$ cat config.mk
export PLATFORM = sky130hd
export DESIGN_NAME = unidad_ejecucion
export DESIGN_NICKNAME = d
export VERILOG_FILES = /design/src/rtl/unidad_ejecucion.sv
export SDC_FILE = /design/constraint.sdc
export NUM_CORES = 1
export LEC_CHECK = 0
export ABC_AREA = 1
export CAP_MARGIN = 5
export CELL_PAD_IN_SITES_DETAIL_PLACEMENT = 0
export CELL_PAD_IN_SITES_GLOBAL_PLACEMENT = 1
export CORE_MARGIN = 3
export CORE_UTILIZATION = 25
export CTS_BUF_LIST = sky130_fd_sc_hd__clkbuf_8 sky130_fd_sc_hd__clkbuf_16
export DETAILED_ROUTE_END_ITERATION = 8
export DONT_BUFFER_PORTS = 1
export HOLD_SLACK_MARGIN = 0.05
export MAX_ROUTING_LAYER = met4
export PLACE_DENSITY = 0.55
export SYNTH_ARGS = -nofsm -noshare
export SYNTH_HDL_FRONTEND = slang
export SYNTH_SLANG_ARGS = --single-unit
$ cat constraint.sdc
create_clock -name clk -period 4.9 [get_ports clk]
set_input_delay 1.47 -clock clk [delete_from_list [all_inputs] [get_ports clk]]
set_output_delay 1.47 -clock clk [all_outputs]
set_load 0.1 [all_outputs]
$ cat src/rtl/unidad_ejecucion.sv
// Execution unit: single-cycle ALU ops plus a 32-iteration shift-add multiplier.
// Latency: 1 edge for non-MUL ops, 32 edges after acceptance for MUL.
// Backpressure: a pending result is held until listo_in; listo_out is low while multiplying.
//
// Ports:
//   clk, reset                 - single clock, asynchronous active-high reset
//   dato_a, dato_b, alu_func   - operands and operation code, sampled only on acceptance
//   valido_in / listo_out      - upstream handshake (accept on valido_in && listo_out)
//   resultado, cero, desborde  - registered result, zero flag, signed overflow flag
//   valido_out / listo_in      - downstream handshake (consume on valido_out && listo_in)
module unidad_ejecucion #(
  parameter int ANCHO = 32
) (
  input  logic             clk,
  input  logic             reset,
  input  logic [ANCHO-1:0] dato_a,
  input  logic [ANCHO-1:0] dato_b,
  input  logic [3:0]       alu_func,
  input  logic             valido_in,
  output logic             listo_out,
  output logic [ANCHO-1:0] resultado,
  output logic             cero,
  output logic             desborde,
  output logic             valido_out,
  input  logic             listo_in
);

  localparam logic [3:0] F_AND = 4'b0000;
  localparam logic [3:0] F_OR  = 4'b0001;
  localparam logic [3:0] F_ADD = 4'b0010;
  localparam logic [3:0] F_SUB = 4'b0110;
  localparam logic [3:0] F_SLT = 4'b0111;
  localparam logic [3:0] F_NOR = 4'b1100;
  localparam logic [3:0] F_MUL = 4'b1000;

  // Value of the iteration counter on the last shift-add edge (one iteration per operand bit).
  localparam logic [5:0] ULTIMA = 6'(ANCHO - 1);

  typedef enum logic [1:0] {
    REPOSO,
    MULT,
    SALIDA
  } estado_t;

  estado_t          estado, estado_sig;
  logic             acepta;
  logic [ANCHO-1:0] alu_res;
  logic             alu_ovf;
  logic [ANCHO-1:0] suma, resta;

  logic [ANCHO-1:0] mcando;    // multiplicand, shifted left each iteration
  logic [ANCHO-1:0] mdor;      // multiplier, shifted right each iteration
  logic [ANCHO-1:0] acum;
  logic [ANCHO-1:0] acum_sig;
  logic [5:0]       contador;

  // Handshake and next-state logic.
  always_comb begin
    listo_out  = 1'b0;
    estado_sig = estado;
    case (estado)
      REPOSO:  listo_out = 1'b1;
      SALIDA:  listo_out = listo_in;
      default: listo_out = 1'b0;
    endcase

    acepta = valido_in && listo_out;

    if (acepta) begin
      estado_sig = (alu_func == F_MUL) ? MULT : SALIDA;
    end else begin
      case (estado)
        MULT:    if (contador == ULTIMA) estado_sig = SALIDA;
        SALIDA:  if (listo_in) estado_sig = REPOSO;
        default: estado_sig = estado;
      endcase
    end
  end

  always_ff @(posedge clk or posedge reset) begin
    if (reset) estado <= REPOSO;
    else       estado <= estado_sig;
  end

  // Single-cycle ALU.
  assign suma  = dato_a + dato_b;
  assign resta = dato_a - dato_b;

  always_comb begin
    alu_res = '0;
    alu_ovf = 1'b0;
    case (alu_func)
      F_AND: alu_res = dato_a & dato_b;
      F_OR:  alu_res = dato_a | dato_b;
      F_ADD: begin
        alu_res = suma;
        alu_ovf = (dato_a[ANCHO-1] == dato_b[ANCHO-1]) && (suma[ANCHO-1] != dato_a[ANCHO-1]);
      end
      F_SUB: begin
        // Subtraction adds ~B, so overflow needs A and B of opposite signs.
        alu_res = resta;
        alu_ovf = (dato_a[ANCHO-1] != dato_b[ANCHO-1]) && (resta[ANCHO-1] != dato_a[ANCHO-1]);
      end
      F_SLT: alu_res = ($signed(dato_a) < $signed(dato_b)) ? {{(ANCHO-1){1'b0}}, 1'b1} : '0;
      F_NOR: alu_res = ~(dato_a | dato_b);
      default: begin
        alu_res = '0;
        alu_ovf = 1'b0;
      end
    endcase
  end

  assign acum_sig = mdor[0] ? (acum + mcando) : acum;

  // Datapath and output registers. Only the low ANCHO bits of the product are kept,
  // so the multiplicand may shift out of range without affecting the result.
  always_ff @(posedge clk or posedge reset) begin
    if (reset) begin
      resultado  <= '0;
      cero       <= 1'b0;
      desborde   <= 1'b0;
      valido_out <= 1'b0;
      mcando     <= '0;
      mdor       <= '0;
      acum       <= '0;
      contador   <= '0;
    end else if (acepta) begin
      if (alu_func == F_MUL) begin
        mcando     <= dato_a;
        mdor       <= dato_b;
        acum       <= '0;
        contador   <= '0;
        valido_out <= 1'b0;
      end else begin
        resultado  <= alu_res;
        cero       <= (alu_res == '0);
        desborde   <= alu_ovf;
        valido_out <= 1'b1;
      end
    end else if (estado == MULT) begin
      acum     <= acum_sig;
      mcando   <= mcando << 1;
      mdor     <= mdor >> 1;
      contador <= contador + 6'd1;
      if (contador == ULTIMA) begin
        resultado  <= acum_sig;
        cero       <= (acum_sig == '0);
        desborde   <= 1'b0;
        valido_out <= 1'b1;
      end
    end else if (estado == SALIDA && listo_in) begin
      valido_out <= 1'b0;
    end
  end

endmodule

# Word-level counts from Yosys, hierarchy flattened
# Index checks and enable logic that the tools add are counted.
[classes]
n_lt_le_gt_ge = 1
n_addsub = 4
muxes = 39
n_bitwise = 3
reduce_logical = 16
eq_ne = 17
[ops]
columns = ["cell", "n"]
rows = [
  ["$mux 32", 14],
  ["$pmux 32 s6", 1],
  ["$add 32x32->32", 2],
  ["$logic_not 32->1", 2],
  ["$and 32x32->32", 1],
  ["$lt 32x32->1", 1],
  ["$not 32->32", 1],
  ["$or 32x32->32", 1],
  ["$sub 32x32->32", 1],
  ["$mux 6", 3],
  ["$mux 1", 14],
  ["$eq 4x3->1 const B", 2],
  ["$eq 4x4->1 const B", 2],
  ["$mux 2", 4],
  ["$add 6x1->6 const B", 1],
  ["$eq 6x5->1 const B", 1],
  ["$reduce_and 3->1", 2],
  ["$reduce_bool 3->1", 2],
  ["$eq 4x1->1 const B", 1],
  ["$eq 4x2->1 const B", 1],
  ["$logic_and 1x1->1", 4],
  ["$logic_not 4->1", 1],
  ["$pmux 1 s2", 2],
  ["$pmux 2 s2", 1],
  ["other kinds (11)", 15],
]
[word_totals]
output_inout_bits = 36
reg_bits = 139
input_bits = 72
elab_cells = 89

# Depth between registers and ports, before layout
[logic_depth]
word_depth = 6
ltp_mapped = 24
depth_no_buf = 23

# Least setup slack after synthesis
# OpenSTA, ideal clock, no wires.
[synth_path]
path_type = "input to output"
from = "input port listo_in"
to = "output port listo_out"
required_time_ns = 3.430
n_path_buf = 0
t_arrival_ns = 2.822
setup_slack_ns = 0.608
cell_stages = 2
path_cell_list = "nor2_1 nor2_1"
[synth_via]
elab_chain_cells = 1
[synth_lines]
columns = ["item", "line_no", "rtl"]
rows = [
  ["start: declaration", "25", "input logic listo_in"],
  ["$pmux 1 s2", "61", "case (estado)"],
  ["end: declaration", "20", "output logic listo_out,"],
]
# Every way passes these cells.

# Final worst setup path
[layout_path]
from = "input port dato_a[0]"
to = "register cero"
[layout_via]
elab_chain_cells = 6
elab_cells_between_ends = 11
classes_between = "add/sub: 2; order compare: 1; mux: 4; bitwise: 3; reduce/logical: 1"
[layout_lines]
columns = ["item", "line_no", "rtl"]
rows = [
  ["start: declaration", "16", "input logic [ANCHO-1:0] dato_a,"],
  ["$lt 32x32->1 or $or 32x32->32 (tied branches)", "104, 94, 105", ""],
  ["$mux 1 or $not 32->32 (tied branches)", "104, 105", ""],
  ["$pmux 32 s6 (*)", "92", "case (alu_func)"],
  ["$logic_not 32->1 (*)", "136", "cero <= (alu_res == '0);"],
  ["$mux 1 (*)", "128", "if (alu_func == F_MUL) begin"],
  ["$mux 1 (*)", "127", "end else if (acepta) begin"],
  ["end signal: assignment", "136", ""],
  ["end signal: assignment", "147", "cero <= (acum_sig == '0);"],
  ["end: declaration", "22", "output logic cero,"],
]
# Mark *: on every way between the ends. The rest lies on a longest branch, timed or not. The select of a mux whose other input is x is not followed.
# A chain may end at the register's enable or synchronous reset.

==> flow_summary.toml <==
[place]
place_area_mm2 = 0.0167
portBuffers = 0
globalplace.congestion = 0.972
hpwl_um = 57500

[yosys]
ys_ff_latch = 139
syn_inst = 2703
postSynthAreaPerCell_um2 = 5.87
synth_flop_cell = "dfrtp_1"
yosysSeqAreaShare_pct = 21.9
synth_top_area_share_pct = 22.4
synth.area.top_cells = "nand2_1 22%, dfrtp_1 22%, ha_1 11%, inv_1 9.9%, nor2_1 7.4%"
synth_edf_count = 0
synth_top_area_cell = "nand2_1"
yosys-top-cells-count = "948 x nand2_1, 417 x inv_1, 311 x nor2_1"
synth.most_common_cell = "nand2_1"
ys_async_sr_fraction_pct = 100
synth_cell_types = 49
synth_area_mm2 = 0.0159
syn_nets = 2918
yosys_warnings = 0

[die]
core-area_mm2 = 0.0622
die_x_um = 258
die_h_um = 258
num_rows = 91
initial_core_util_pct = 25.5
die_area_mm2 = 0.0665
ios = 108

[setup_path]
worst-setup-path-type = "input pin to flop"
cpMaxStageDelayCell = "fa_1"
cp_num_buf_inv = 2
startpoint_type = "input pin"
arrival_ps = 4260
worst-path-max-fanout = 5
critPathCaptureType = "flop"
critPathMaxStageDelay_ps = 400
crit_required_ps = 5310
cpLargestDelayFamily = "simple AND/OR/NAND/NOR gates"
path_cells = "ha_1 -> inv_1 -> fa_1 -> inv_1 -> nand3_1 -> nand2_1 -> nand2_1 -> nand2_2 -> nand2_2 -> nand2_2 -> nand2_1 -> nand2_1 -> nand2_1 -> nand3_1 -> nand2_1 -> nor2_2 -> nand2_1 -> nor2_1 -> nand3_1 -> nand2_1 -> nand2_1 -> nand2_1"
crit_top_cell = "nand2_1"

[routing]
drtPass1Iterations = 8
wl_per_cell_um = 19.9
ant_nets = 0
route.detailed.drc = 0
via_per_inst = 4.76
num_vias = 16700
wirelength_um = 69700
drt_iter0_markers = 1368

[clock_tree]
path_clk_slew_ps = 70
ctsResizeCount = 0
insertion_delay_ps = 470
clockBufferDepth = 2
root_buffer = "clkbuf_16"
numCtsBuffers = 17
clkSinkCount = 139
cts_hold_buf = 0
post_cts_buffers = 0
cts_tree = "yes"
h-tree-depth = 4

[timing]
tightest_slew_ps = 1050
slew_headroom_pct = 30.1
timing.fmax_mhz = 260
drv_slew = 0
hold_violations = 0
rsz0062_at_grt = "no"
setup_tns_ps = 0
finalSetupViolations = 0
hold-worst-slack_ps = 511
clock_skew_ps = 10.1
min_period_ps = 3850
final.period_utilization_pct = 78.6

[power]
irDropWorstVdd_mv = 0.196
p_switching_uw = 5310
clkPwrFrac_pct = 14.4
power.leakage_uw = 0.00937
pwr-share-comb_pct = 52.1
p_seq_share_pct = 33.5
internal-power_uw = 3920
power.density_mw_per_mm2 = 533
swShare_pct = 57.5

[outcome]
status = "finished clean"

[global_routing]
grt_pass1_vias = 16000
grt_max_degree = 86
grt_antenna_before_repair = 0
grt_usage_pct = 21.4
globalRouteOverflowTotal = 0
grt_pass1_wl_um = 103000

[worst_hold_path]
worstHoldPathType = "flop to flop"

[layout]
fin_area_mm2 = 0.0173
fillers = 7180
layout.nets = 2867
antenna_cells = 0
syn_to_final_growth_pct = 9.13
drive_gt1_share_pct = 5.63

[run]
drv_cap = 0
## final cells by class
class / count / area (um2) / area share, %
multi-input cells: 2035 / 10300 / 59.7
repair buffers: 20 / 213 / 1.23
inverters: 439 / 1660 / 9.57
clock inverters: 14 / 138 / 0.795
flip-flops and latches: 139 / 3480 / 20.1
clock buffers: 18 / 439 / 2.54
well taps: 837 / 1050 / 6.05
## per-stage QoR
step           cells  power (uW)  utilization [%]  setup slack [ps]
2_1_floorplan   2703        6390                -               608
3_3_place_gp    3470        7910             26.9               487
3_5_place_dp    3470        7920             26.9               554
4_1_cts         3502        9310             27.8              1060
5_1_grt         3502       10100             27.8               824
6_report        3502        9220             27.8              1050
## flip-flops by register name, summed over array words and instances, names as in the netlist
register,flops
mdor,32
contador,6
cero,1
estado,2
valido_out,1
resultado,32
acum,32
desborde,1
mcando,32
## cells by family after synthesis
logic type	Yosys count	share of synthesized area, %
AOI/OAI and AO/OA	306	11.5
xor gates and xnor gates	11	0.608
adders and majority gates	143	11.4
buffers and inverters	529	13.0
DFF	139	21.9
and+or+nand+nor	1575	41.5
## power by group through the flow
stage                     combinational [uW]  clock [uW]  sequential [uW]
after global routing                    5490        1410             3160
after detailed placement                4800           0             3110
after CTS                               4830        1380             3100
final                                   4800        1330             3090
after global placement                  4810           0             3110
after floorplan                         3520           0             2880
## final timing paths
check / start / to / slack (ps) / cells past startpoint
setup / recovery: dato_a[0] / cero$_DFFE_PP0P_ / 1050 / 22
max in group asynchronous: reset / mdor[21]$_DFFE_PP0P_ / 2960 / 2
hold reg to reg: acum[19]$_DFFE_PP0P_ / acum[19]$_DFFE_PP0P_ / 510 / 2
hold / removal: acum[19]$_DFFE_PP0P_ / acum[19]$_DFFE_PP0P_ / 510 / 2
setup reg to reg: mcando[0]$_DFFE_PP0P_ / cero$_DFFE_PP0P_ / 1730 / 19
min in group asynchronous: reset / mcando[4]$_DFFE_PP0P_ / 990 / 1
## worst reg2reg max path: stages, from the launching register on
cell,delay (ps)
dfrtp_1,410
ha_1,280
fa_1,480
nand3_1,120
nand3_1,210
nand2_1,120
nand2_1,130
nand2_1,110
nand2_1,110
nand2_1,80
nand3_1,100
o21ai_0,140
nand2_1,90
nor2_1,90
nand2_1,50
nor2_1,190
nand4_1,170
nand2_1,110
nand2_1,50
nand2_1,60
## routing by layer
layer	part of all wire (%)	wire length, um	track usage (%)
met5	0	0	-
met4	2.6	1820	6.03
met3	3.7	2570	2.70
met2	48	33100	35.6
met1	46	32200	27.4
## placed cells by master (no fill, tap or decap), types with 4 or more instances in the layout
cell type and n:
nand2_1 947, inv_1 416, nor2_1 307, nand3_1 183
ha_1 140, dfrtp_1 139, a21oi_1 88, o21ai_0 78
a31oi_1 66, nand4_1 28, nor2_2 25, nand2_2 25
a221oi_1 24, inv_2 17, nor3_1 17, clkbuf_16 17
buf_4 15, o211ai_1 12, nand3_2 11, o221ai_1 10
o21ai_1 9, nand2_4 7, nand3b_1 7, xnor2_1 6
xor2_1 5, buf_12 5, o21bai_1 4, and2_1 4
clkinvlp_4 4
Note: power is estimated with default switching activity, not from simulation.
